===== src/rtl/mem_arbiter_pkg.sv =====
// mem_arbiter_pkg
// Shared definitions for the memory arbiter: the data word width, the
// arbiter FSM state encoding, the requester port IDs and a round-robin
// helper that names the port not granted last.
package mem_arbiter_pkg;

    localparam int WORD_W = 16;

    typedef logic [WORD_W-1:0] word_t;

    typedef enum logic [1:0] {
        ST_IDLE   = 2'd0,
        ST_ACCESS = 2'd1,
        ST_DONE   = 2'd2
    } state_t;

    typedef enum logic {
        PORT_IF = 1'b0,
        PORT_LS = 1'b1
    } port_t;

    function automatic port_t other_port(input port_t p);
        return (p == PORT_IF) ? PORT_LS : PORT_IF;
    endfunction

endpackage


===== src/rtl/mem_arbiter_if.sv =====
// mem_arbiter_if
// Memory-side bus between the arbiter and a single-ported memory.
//   req   : access request, held for the whole access
//   we    : write enable (0 for fetches and loads)
//   addr  : word address of the granted transaction
//   wdata : store data (zero for fetches and loads)
//   rdata : read data, valid while ready is high
//   ready : completion strobe from the memory
// master modport = arbiter side, slave modport = memory side.
interface mem_arbiter_if;
    import mem_arbiter_pkg::*;

    logic  req;
    logic  we;
    word_t addr;
    word_t wdata;
    word_t rdata;
    logic  ready;

    modport master (
        output req, we, addr, wdata,
        input  rdata, ready
    );

    modport slave (
        input  req, we, addr, wdata,
        output rdata, ready
    );

endinterface


===== src/rtl/mem_arbiter.sv =====
// mem_arbiter
// Shares one memory port between the instruction-fetch (IF) and the
// load/store (LS) requesters. A three-state FSM (IDLE -> ACCESS -> DONE)
// grants one transaction at a time, breaking ties round-robin, and aborts
// an access with err if the memory does not answer within TIMEOUT cycles.
// Ports:
//   clk, reset (async, active-low)
//   if_req, if_addr -> if_done, if_rdata   : fetch requester
//   ls_req, ls_we, ls_addr, ls_wdata
//                   -> ls_done, ls_rdata   : load/store requester
//   err                                    : abort flag, pulses with done
//   mem (mem_arbiter_if.master)            : memory bus
// All outputs are registered.
module mem_arbiter
    import mem_arbiter_pkg::*;
#(
    parameter int unsigned TIMEOUT = 15
)
(
    input  logic                clk,
    input  logic                reset,
    input  logic                if_req,
    input  word_t               if_addr,
    output logic                if_done,
    output word_t               if_rdata,
    input  logic                ls_req,
    input  logic                ls_we,
    input  word_t               ls_addr,
    input  word_t               ls_wdata,
    output logic                ls_done,
    output word_t               ls_rdata,
    output logic                err,
    mem_arbiter_if.master       mem
);

    // Abort fires on the edge that closes the TIMEOUT-th ACCESS cycle.
    localparam logic [7:0] TIMEOUT_LAST = 8'(TIMEOUT - 1);

    state_t     state;
    port_t      winner;
    port_t      last_gnt;
    port_t      pick;
    logic [7:0] count;

    // Round-robin chooser: on a tie the port not granted last wins,
    // otherwise the only active requester wins.
    always_comb begin
        pick = PORT_IF;
        if (if_req && ls_req) begin
            pick = other_port(last_gnt);
        end else if (ls_req) begin
            pick = PORT_LS;
        end
    end

    // Arbiter FSM with registered outputs. Done and err are single-cycle
    // pulses, so they default low every cycle and are set only on the
    // ACCESS -> DONE edge.
    always_ff @(posedge clk or negedge reset) begin
        if (!reset) begin
            state     <= ST_IDLE;
            winner    <= PORT_IF;
            last_gnt  <= PORT_LS;
            count     <= '0;
            mem.req   <= 1'b0;
            mem.we    <= 1'b0;
            mem.addr  <= '0;
            mem.wdata <= '0;
            if_done   <= 1'b0;
            ls_done   <= 1'b0;
            err       <= 1'b0;
            if_rdata  <= '0;
            ls_rdata  <= '0;
        end else begin
            if_done <= 1'b0;
            ls_done <= 1'b0;
            err     <= 1'b0;
            case (state)
                ST_IDLE: begin
                    if (if_req || ls_req) begin
                        winner   <= pick;
                        last_gnt <= pick;
                        count    <= '0;
                        mem.req  <= 1'b1;
                        if (pick == PORT_IF) begin
                            mem.we    <= 1'b0;
                            mem.addr  <= if_addr;
                            mem.wdata <= '0;
                        end else begin
                            mem.we    <= ls_we;
                            mem.addr  <= ls_addr;
                            mem.wdata <= ls_we ? ls_wdata : '0;
                        end
                        state <= ST_ACCESS;
                    end
                end
                ST_ACCESS: begin
                    if (mem.ready) begin
                        mem.req <= 1'b0;
                        if (!mem.we) begin
                            if (winner == PORT_IF) begin
                                if_rdata <= mem.rdata;
                            end else begin
                                ls_rdata <= mem.rdata;
                            end
                        end
                        if_done <= (winner == PORT_IF);
                        ls_done <= (winner == PORT_LS);
                        state   <= ST_DONE;
                    end else if (count == TIMEOUT_LAST) begin
                        // Timed-out reads return zero; stores keep old data.
                        mem.req <= 1'b0;
                        if (!mem.we) begin
                            if (winner == PORT_IF) begin
                                if_rdata <= '0;
                            end else begin
                                ls_rdata <= '0;
                            end
                        end
                        if_done <= (winner == PORT_IF);
                        ls_done <= (winner == PORT_LS);
                        err     <= 1'b1;
                        state   <= ST_DONE;
                    end else begin
                        count <= count + 8'd1;
                    end
                end
                ST_DONE: begin
                    mem.req <= 1'b0;
                    state   <= ST_IDLE;
                end
                default: begin
                    mem.req <= 1'b0;
                    state   <= ST_IDLE;
                end
            endcase
        end
    end

endmodule


===== src/flat_wrapper.sv =====
// flat-port wrapper written by rule: the top's interface ports become plain ports
module mem_arbiter_flat import mem_arbiter_pkg::*;
#(
    parameter int unsigned TIMEOUT = 15
)
  (clk, reset, if_req, if_addr, if_done, if_rdata, ls_req, ls_we, ls_addr, ls_wdata, ls_done, ls_rdata, err, mem_req, mem_we, mem_addr, mem_wdata, mem_rdata, mem_ready);
  mem_arbiter_if mem_i ();
  input  logic clk;
  input  logic reset;
  input  logic if_req;
  input  word_t if_addr;
  output logic if_done;
  output word_t if_rdata;
  input  logic ls_req;
  input  logic ls_we;
  input  word_t ls_addr;
  input  word_t ls_wdata;
  output logic ls_done;
  output word_t ls_rdata;
  output logic err;
  output wire logic [$bits(mem_i.req)-1:0] mem_req;
  output wire logic [$bits(mem_i.we)-1:0] mem_we;
  output wire logic [$bits(mem_i.addr)-1:0] mem_addr;
  output wire logic [$bits(mem_i.wdata)-1:0] mem_wdata;
  input wire logic [$bits(mem_i.rdata)-1:0] mem_rdata;
  input wire logic [$bits(mem_i.ready)-1:0] mem_ready;
  assign mem_req = mem_i.req;
  assign mem_we = mem_i.we;
  assign mem_addr = mem_i.addr;
  assign mem_wdata = mem_i.wdata;
  assign mem_i.rdata = mem_rdata;
  assign mem_i.ready = mem_ready;
  mem_arbiter #(.TIMEOUT(TIMEOUT)) u_core (.clk(clk), .reset(reset), .if_req(if_req), .if_addr(if_addr), .if_done(if_done), .if_rdata(if_rdata), .ls_req(ls_req), .ls_we(ls_we), .ls_addr(ls_addr), .ls_wdata(ls_wdata), .ls_done(ls_done), .ls_rdata(ls_rdata), .err(err), .mem(mem_i));
endmodule

===== config.mk =====
export PLATFORM = sky130hd
export DESIGN_NAME = mem_arbiter_flat
export DESIGN_NICKNAME = d
export VERILOG_FILES = /design/src/rtl/mem_arbiter_pkg.sv /design/src/rtl/mem_arbiter_if.sv /design/src/rtl/mem_arbiter.sv /design/src/flat_wrapper.sv
export SDC_FILE = /design/constraint.sdc
export NUM_CORES = 1
export LEC_CHECK = 0
export CAP_MARGIN = 20
export CORE_MARGIN = 5
export CORE_UTILIZATION = 45
export CTS_CLUSTER_DIAMETER = 30
export CTS_CLUSTER_SIZE = 10
export DETAILED_ROUTE_END_ITERATION = 10
export PLACE_DENSITY_LB_ADDON = 0.08
export RECOVER_POWER = 50
export SLEW_MARGIN = 20
export SYNTH_ARGS = -nofsm -noshare
export SYNTH_HDL_FRONTEND = slang
export SYNTH_SLANG_ARGS = --single-unit

===== constraint.sdc =====
create_clock -name clk -period 5.33 [get_ports clk]
set_clock_uncertainty 0.15 [all_clocks]
set_input_delay 1.599 -clock clk [delete_from_list [all_inputs] [get_ports clk]]
set_output_delay 1.599 -clock clk [all_outputs]
set_load 0.03 [all_outputs]

==> reports/results.ini, run 1 <==
[clocking]
cts-root-buf=clkbuf_8
post-cts-setup-buffers=0
ctsHoldBuffers=0
cts_tree=built
clk_pin_slew_ns=0.08
h-tree-depth=3
clock_latency_ns=0.34
clock_sinks=80
numCtsBuffers=9
clk_path_buf_depth=2
cts_resized=0

[place]
dp_hpwl_um=5951
gp_congestion=0.7554
preCtsSetupSlack_ns=1.608
portBuffers=138

[pwr]
peakVddDrop_mv=0.2424
fin_total_pwr_mw=2.898
powerDensity_nw_per_um2=583.2
power.leakage_nw=2.084

[yosys]
synth_top_area_cell=dfrtp_1
yosys_warnings=0
synth_area_sq_um=3341
ys_ff_latch=80
synth_xor_area_share_pct=0
synthAdderAreaFrac_pct=0.7491
yosysSeqAreaShare_pct=59.96
synth-simple-area-share_pct=8.614
netlist.area_leader.share_pct=59.18
synth_nets=327
muxShareOfSynthArea_pct=4.794
ys_top_cells_by_area=dfrtp_1, a32o_1, mux2i_1
synth_top_family_by_area=compound AO/OA/AOI/OAI gates
synth_compound_area_share_pct=22.73
synthDistinctLibCells=37
synth.avg_cell_area_sq_um=13.10
synth_cells=255

[layout]
final_cell_mix=clkdlybuf4s50_1, dfrtp_1, a32o_1
regArea_sq_um=2003
synthToLayoutAreaGrowth_pct=48.73
fill_cells=562
final_common_cell=clkdlybuf4s50_1
multi_input_area_sq_um=1236
finalNetCount=462
diodes=0
drive_gt1_share_pct=7.089

[sta]
final-setup-viol-count=0
hold_violations=0
max_freq_ghz=0.2446
timing.slew.headroom_pct=-28.00
finalWorstSetupSlack_ns=1.242
worst_slew_pin_slew_ns=1.920
rsz0062_at_grt=no
fin_crit_sh_pct=76.69
final-max-slew-violation-count=85
tns_ns=0
period_needed_ns=4.088

[global_routing]
groute.usage.overall_pct=18.37
grt_pass1_wl_um=13120
antenna_found_initial=0
grt_start_max_net_pins=81
grt_overflow=0
first_global_vias=2621

[min_path]
min_path_type=reg2reg
hold-path-cell-count=2

[die]
die_h_um=96.16
die_area_sq_um=9247
io_pins=139
die_x_um=96.16
start_util_pct=46.06
core_area_sq_um=7253
row_count=31

[setup_path]
critical_path_required_ns=5.31
r2r_cells=4
critPathMaxFanout=51
cp-end-kind=flop
worstPathArrival_ns=4.07
crit_type=in2reg
start_kind=primary input

[flow_run]
maxCapViolations=2

[route]
totalWireLength_um=8455
viasPerCell=5.362
drc=0
ant_nets=0
wire_per_inst_um=17.12
drtIter0Drc=141
vias=2649
drt_pass1_iterations=4

[status]
violations=max-capacitance violations, max-slew violations
status=complete, but fails checks

worst paths after layout:
path	from	endpoint	slack [ns]
max	if_req	u_core.mem.addr[7]$_DFFE_PN0P_	1.24
min	u_core.mem.addr[5]$_DFFE_PN0P_	u_core.mem.addr[5]$_DFFE_PN0P_	0.33
max reg2reg	u_core.state[0]$_DFFE_PN0P_	u_core.mem.addr[7]$_DFFE_PN0P_	2.66
min reg2reg	u_core.mem.addr[5]$_DFFE_PN0P_	u_core.mem.addr[5]$_DFFE_PN0P_	0.33
max in group asynchronous	reset	u_core.mem.addr[11]$_DFFE_PN0P_	1.82
min in group asynchronous	reset	u_core.count[0]$_DFFE_PN0P_	1.26
logic make-up after synthesis:
family / Yosys count
compound gates: 91
flops: 80
simple gates: 47
buf+inv: 19
mux: 16
fa+ha+maj: 2
per-stage QoR:
step | util (%) | hold WS (ns) | instance area (sq um) | std cells
6_report | 68.50 | 0.3337 | 4969 | 494
5_1_grt | 68.50 | 0.3525 | 4969 | 494
4_1_cts | 68.54 | 0.3374 | 4971 | 493
3_5_place_dp | 65.74 | 0.3190 | 4768 | 477
3_3_place_gp | 65.74 | 0.3096 | 4768 | 477
2_1_floorplan | - | 0.3021 | 3341 | 255
routing by layer:
metal  GRT usage [%]  routed length [um]  part of all wire, %  vias to the layer above
li1                -                   -                    -                     1250
met1           24.71                3564                   42                     1277
met2           27.72                4055                   48                      111
met3           6.020                 721                  8.5                       11
met4           6.635                 114                  1.3                        0
met5               0                   0                    0                        -
final cells by class:
cell class,instances,share of cell area (%)
Clock buffer,9,2.493
Clock inverter,7,1.587
Inverter,1,0.07555
Multi-Input combinational cell,156,24.88
Sequential cell,80,40.32
Tap cell,99,2.493
Timing Repair Buffer,142,28.15
worst max-delay path, stage by stage:
cell and delay, ns:
clkdlybuf4s50_1 0.43, or2_0 0.25, nand2_1 0.08, clkbuf_1 1.37, o21ai_0 0.32
cell usage after synthesis:
library cell and count:
nor2_2 1, mux2i_1 16, buf_4 1, o41ai_1 2, dfstp_2 1, nor3b_1 1
and2b_2 1, dfrtp_1 79, buf_6 3, buf_2 5, clkbuf_1 8, o31ai_1 10
nand2_1 20, inv_1 1, ha_1 2, a41oi_1 1, and4_1 1, and3_1 1
a21o_1 3, clkbuf_2 1, nor2b_1 2, a32o_1 32, a21oi_1 2, nand3_1 3
a22o_1 16, o21a_1 2, nor2_1 3, or2_1 1, nor3_4 1, a21boi_0 1
nand4_1 1, o21ai_0 20, and2_1 6, nor4b_4 1, o211ai_4 2, nand4bb_4 1
nand2b_1 3
flip-flops by register name, summed over array words and instances, names as in the netlist:
register,flops
u_core.last_gnt,1
u_core.ls_done,1
u_core.if_rdata,16
u_core.ls_rdata,16
u_core.mem.wdata,16
u_core.mem.addr,16
u_core.mem.we,1
u_core.state,2
u_core.err,1
u_core.winner,1
u_core.if_done,1
u_core.count,8
power by group:
group / total (mW) / switching, mW / internal [mW]
sequential: 0.992 / 0.151 / 0.841
clock: 0.447 / 0.227 / 0.220
combinational: 1.46 / 0.845 / 0.613
(Power assumes the default switching activity.)
==> inputs of run 2 (changes only) <==
Settings changed: CORE_UTILIZATION 45 to 39.
Clock period 5.33 ns to 3.6 ns, I/O delays scaled along.
==> reports/results.ini, run 2 (synthesis results as in run 1) <==
[sta]
final-setup-viol-count=0  ; unchanged
fin_crit_sh_pct=77.89
finalWorstSetupSlack_ns=0.7959  ; -0.4465 ns
rsz0062_at_grt=no
timing.slew.headroom_pct=-29.38  ; -1.4 points
max_freq_ghz=0.3566
period_needed_ns=2.804
hold_violations=0  ; unchanged
worst_slew_pin_slew_ns=1.941  ; +0.02075 ns
tns_ns=0  ; unchanged
final-max-slew-violation-count=81  ; -4.7%

[place]
gp_congestion=0.7988  ; +5.7%
dp.cells=485  ; +1.7%
preCtsSetupSlack_ns=0.5366  ; -1.072 ns
dp_hpwl_um=5986  ; +0.59%
portBuffers=138  ; unchanged

[route]
ant_nets=0  ; unchanged
wire_per_inst_um=16.77  ; -2.0%
totalWireLength_um=8403  ; -0.62%
vias=2604  ; -1.7%
viasPerCell=5.198  ; -3.1%
drt_pass1_iterations=4  ; unchanged
drtIter0Drc=93  ; -34%
drc=0  ; unchanged

[setup_path]
start_kind=primary input
cp-end-kind=flop
critPathMaxFanout=10  ; -80%
rr_startpoint=u_core.state[0]$_DFFE_PN0P_
critical_path_required_ns=3.65  ; -1.66 ns
worstPathArrival_ns=2.86  ; -1.21 ns
r2r_cells=4  ; unchanged
crit-reg2reg-capture=u_core.mem.wdata[8]$_DFFE_PN0P_
r2r_setup_slack_ns=1.64  ; -1.02 ns
crit_type=in2reg

[die]
start_util_pct=40.25  ; -5.8 points
core_area_sq_um=8299  ; +14%
die_area_sq_um=10520  ; +14%
row_count=33  ; +6.5%
io_pins=139  ; unchanged
die_x_um=102.6  ; +6.6%
die_h_um=102.6  ; +6.6%

[layout]
diodes=0  ; unchanged
fin_cells=501  ; +1.4%
synthToLayoutAreaGrowth_pct=50.30
drive_gt1_share_pct=7.576  ; +0.49 points
final_cell_mix=clkdlybuf4s50_1, dfrtp_1, a32o_1
fill_cells=654  ; +16%
finalNetCount=463  ; +0.22%
final_common_cell=clkdlybuf4s50_1

[clocking]
ctsHoldBuffers=0  ; unchanged
clock_latency_ns=0.33  ; about the same
cts_tree=built
cts-root-buf=clkbuf_8
cts_resized=0  ; unchanged
post-cts-setup-buffers=0  ; unchanged
h-tree-depth=3  ; unchanged
clk_pin_slew_ns=0.08  ; about the same
clk_path_buf_depth=2  ; unchanged
numCtsBuffers=9  ; unchanged
clock_sinks=80  ; unchanged

[min_path]
min_path_type=reg2reg
hold_end=u_core.mem.addr[4]$_DFFE_PN0P_
min_from=u_core.mem.addr[4]$_DFFE_PN0P_
hold-path-cell-count=2  ; unchanged

[global_routing]
grt_overflow=0  ; unchanged
grt_start_max_net_pins=81  ; unchanged
grt_pass1_wl_um=13480  ; +2.7%
first_global_vias=2719  ; +3.7%
antenna_found_initial=0  ; unchanged
groute.usage.overall_pct=16.56  ; -1.8 points

[flow_run]
maxCapViolations=1  ; -1

[status]
status=complete, but fails checks
violations=max-capacitance violations, max-slew violations

[pwr]
peakVddDrop_mv=0.3174  ; +31%
p_int_mw=2.625  ; +57%
powerDensity_nw_per_um2=877.1  ; +50%
power.leakage_nw=2.120  ; +1.7%
p_sw_share_pct=40.39  ; -1.8 points
seqPwrFrac_pct=33.3  ; -0.9 points
combPwrFrac_pct=49.3  ; -1.0 points
p_switching_mw=1.779  ; +45%
p_clk_share_pct=17.4  ; +2.0 points

[run 2: cell count changes in the layout (fill, tap and decap cells not counted)]
cell and change:
clkinv_4 -1, clkbuf_1 -1, bufinv_16 +2, clkinv_2 +2, clkinvlp_4 -2, buf_4 +2
clkbuf_2 +1, inv_6 -2, or2_1 +1, or2_0 -1
[run 2: power by group through the flow]
stage | Sequential, mW | Combinational (mW) | Clock, mW
6_report | 1.47 | 2.17 | 0.767
3_3_place_gp | 1.47 | 2.18 | 0
5_1_grt | 1.51 | 2.33 | 0.831
4_1_cts | 1.47 | 2.20 | 0.787
3_5_place_dp | 1.48 | 2.20 | 0
2_1_floorplan | 2.08 | 0.656 | 0
[run 2: critical path: stages]
cell,delay [ns]
dlygate4sd3_1,0.65
nor3b_1,0.44
a21oi_1,0.27
o31ai_1,0.28
o21ai_0,0.12
[run 2: per-layer routing]
metal | part of all wire, % | vias up | global-route usage [%]
met5 | 0 | - | 0
met4 | 0.81 | 0 | 5.449
met3 | 8.8 | 6 | 6.157
met2 | 46 | 90 | 24.53
met1 | 44 | 1257 | 22.57
li1 | - | 1251 | -
[run 2: final cells by class]
| class | count | area (sq um) | area share [%] |
|---|---|---|---|
| Multi-Input combinational cell | 156 | 1236 | 24.62 |
| Tap cell | 105 | 131.4 | 2.616 |
| Clock buffer | 10 | 127.6 | 2.542 |
| Clock inverter | 6 | 107.6 | 2.143 |
| Timing Repair Buffer | 143 | 1411 | 28.11 |
| Inverter | 1 | 3.754 | 0.07476 |
| Sequential cell | 80 | 2003 | 39.90 |
[run 2: how the worst max path moves through the flow]
stage                                 from                              end  slack, ns
2_1_floorplan                       ls_req  u_core.mem.wdata[0]$_DFFE_PN0P_       1.19
3_3_place_gp                     mem_ready      u_core.count[4]$_DFFE_PN0P_       0.65
3_5_place_dp                     mem_ready      u_core.count[3]$_DFFE_PN0P_       0.54
4_1_cts        u_core.state[0]$_DFFE_PN0P_                          mem_req       0.83
5_1_grt                          mem_ready      u_core.count[2]$_DFFE_PN0P_       0.59
6_report                         mem_ready      u_core.count[2]$_DFFE_PN0P_       0.80
[run 2: through the flow]
step	util, %	cell area, sq um	hold slack (ns)	power (mW)
2_1_floorplan	-	3341	0.3021	2.739
3_3_place_gp	57.73	4791	0.3105	3.655
3_5_place_dp	57.73	4791	0.3193	3.682
4_1_cts	60.56	5026	0.3366	4.460
5_1_grt	60.50	5021	0.3653	4.671
6_report	60.50	5021	0.3283	4.404
==> inputs of run 3 (changes only) <==
Settings changed: CORE_UTILIZATION 39 to 43.
Clock period 3.6 ns to 2.65 ns, I/O delays scaled along.
==> reports/results.ini, run 3 (synthesis results as in run 1) <==
[status]
status=finished clean

[sta]
final-max-slew-violation-count=0  ; -100%
worst_slew_pin_slew_ns=0.9500  ; -0.9907 ns
max_freq_ghz=0.4073
final-setup-viol-count=0  ; unchanged
rsz0062_at_grt=no
hold_violations=0  ; unchanged
period_needed_ns=2.455
timing.hold.ws_ns=0.3355  ; +0.007144 ns
timing.slew.headroom_pct=36.67  ; +66 points
fin_crit_sh_pct=92.65

[route]
drtIter0Drc=119  ; +28%
wire_per_inst_um=16.87  ; +0.56%
ant_nets=0  ; unchanged
drc=0  ; unchanged
totalWireLength_um=8484  ; +0.96%
drt_pass1_iterations=4  ; unchanged
viasPerCell=5.250  ; +1.0%
vias=2641  ; +1.4%

[layout]
finalNetCount=468  ; +1.1%
diodes=0  ; unchanged
final_common_cell=clkdlybuf4s50_1
drive_gt1_share_pct=7.980  ; +0.40 points
fin_cells=503  ; +0.40%
fill_cells=601  ; -8.1%
regArea_sq_um=2003  ; unchanged
multi_input_area_sq_um=1221  ; -1.2%
final_cell_mix=clkdlybuf4s50_1, dfrtp_1, a32o_1
utilization_pct=66.00  ; +5.5 points
synthToLayoutAreaGrowth_pct=51.09

[global_routing]
grt_pass1_wl_um=13740  ; +2.0%
groute.usage.overall_pct=17.97  ; +1.4 points
first_global_vias=2753  ; +1.3%
grt_overflow=0  ; unchanged
grt_start_max_net_pins=52  ; -36%
antenna_found_initial=0  ; unchanged

[setup_path]
r2r_cells=6  ; +2
cp-end-kind=primary output
cpPeakStageDelay_ns=0.71  ; +0.06 ns
start_kind=flop
r2r_setup_slack_ns=0.28  ; -1.36 ns
crit-reg2reg-capture=u_core.if_rdata[8]$_DFFE_PN0P_
startpoint=u_core.state[0]$_DFFE_PN0P_
crit_type=reg2out
critPathBufInv=1  ; unchanged
crit_slowest_cell=clkdlybuf4s50_1
worstPathArrival_ns=1.51  ; -1.35 ns
critPathMaxFanout=6  ; -4
critical_path_required_ns=1.71  ; -1.94 ns
crit_chain=clkdlybuf4s50_1
crit_family=buffers and inverters
rr_startpoint=u_core.count[0]$_DFFE_PN0P_

[pwr]
p_int_mw=3.533  ; +35%
p_switching_mw=2.434  ; +37%
peakVddDrop_mv=0.5021  ; +58%
fin_total_pwr_mw=5.967  ; +35%
combPwrFrac_pct=50.3  ; +1.0 points
power.leakage_nw=2.137  ; +0.80%
powerDensity_nw_per_um2=1182  ; +35%
seqPwrFrac_pct=33.1  ; -0.2 points
p_sw_share_pct=40.79  ; +0.40 points
p_clk_share_pct=16.5  ; -0.9 points

[clocking]
post-cts-setup-buffers=0  ; unchanged
cts-root-buf=clkbuf_8
cts_tree=built
h-tree-depth=3  ; unchanged
clock_sinks=80  ; unchanged
clk_path_buf_depth=2  ; unchanged
numCtsBuffers=9  ; unchanged
clk_pin_slew_ns=0.09  ; about the same
cts_resized=0  ; unchanged
ctsHoldBuffers=0  ; unchanged
clock_latency_ns=0.34  ; about the same

[min_path]
min_from=u_core.mem.addr[9]$_DFFE_PN0P_
min_path_type=reg2reg
hold-path-cell-count=2  ; unchanged
hold_end=u_core.mem.addr[9]$_DFFE_PN0P_

[place]
portBuffers=138  ; unchanged
dp_hpwl_um=5926  ; -1.0%
dp.cells=487  ; +0.41%
gp_congestion=0.7341  ; -8.1%

[die]
die_area_sq_um=9631  ; -8.4%
row_count=32  ; -3.0%
core_area_sq_um=7647  ; -7.9%
die_h_um=98.14  ; -4.3%
start_util_pct=43.68  ; +3.4 points
die_x_um=98.14  ; -4.3%
io_pins=139  ; unchanged

[flow_run]
maxCapViolations=0  ; -1

[run 3: cell type report]
cell class | count | area share, %
clock buffers | 11 | 2.801
flip-flops and latches | 80 | 39.69
inverters | 1 | 0.07437
multi-input cells | 156 | 24.19
clock inverters | 5 | 1.587
well taps | 102 | 2.529
repair buffers | 148 | 29.13
[run 3: layer usage]
metal	up-vias	wire (um)	track usage [%]
li1	1256	-	-
met5	-	0	0
met4	0	201	8.193
met1	1256	3595	22.85
met2	111	3970	27.80
met3	18	716	6.214
[run 3: how the worst max path moves through the flow]
| stage | endpoint | slack, ns | cells past startpoint |
|---|---|---|---|
| floorplan | u_core.mem.wdata[0]$_DFFE_PN0P_ | 0.52 | 7 |
| global placement | u_core.mem.wdata[2]$_DFFE_PN0P_ | 0.05 | 5 |
| detailed placement | u_core.mem.wdata[6]$_DFFE_PN0P_ | -0.007 | 5 |
| CTS | mem_req | 0.16 | 1 |
| global route | u_core.if_rdata[12]$_DFFE_PN0P_ | 0.1 | 6 |
| finish | mem_req | 0.19 | 1 |
[run 3: through the flow]
stage | setup WS [ns] | TNS, ns | area, sq um
floorplan | 0.5207 | 0 | 3341
global placement | 0.05329 | 0 | 4850
detailed placement | -0.007355 | -0.007355 | 4850
CTS | 0.1585 | 0 | 5071
global route | 0.09595 | 0 | 5047
finish | 0.1946 | 0 | 5047
[run 3: worst reg2reg max path, cell delays in order, from the launching register on]
cell      delay, ns
dfrtp_1        0.46
inv_1          0.09
ha_1           0.14
nand2b_1       0.11
nor3_1         0.68
o211ai_4       0.31
a32o_1         0.31
[run 3: power groups by stage]
| stage | Combinational [mW] | Clock (mW) | Sequential, mW |
|---|---|---|---|
| 2_1_floorplan | 0.891 | 0 | 2.83 |
| 3_3_place_gp | 3.01 | 0 | 1.99 |
| 3_5_place_dp | 3.05 | 0 | 2.00 |
| 4_1_cts | 3.05 | 1.02 | 1.98 |
| 5_1_grt | 3.19 | 1.06 | 2.04 |
| 6_report | 3.00 | 0.987 | 1.98 |
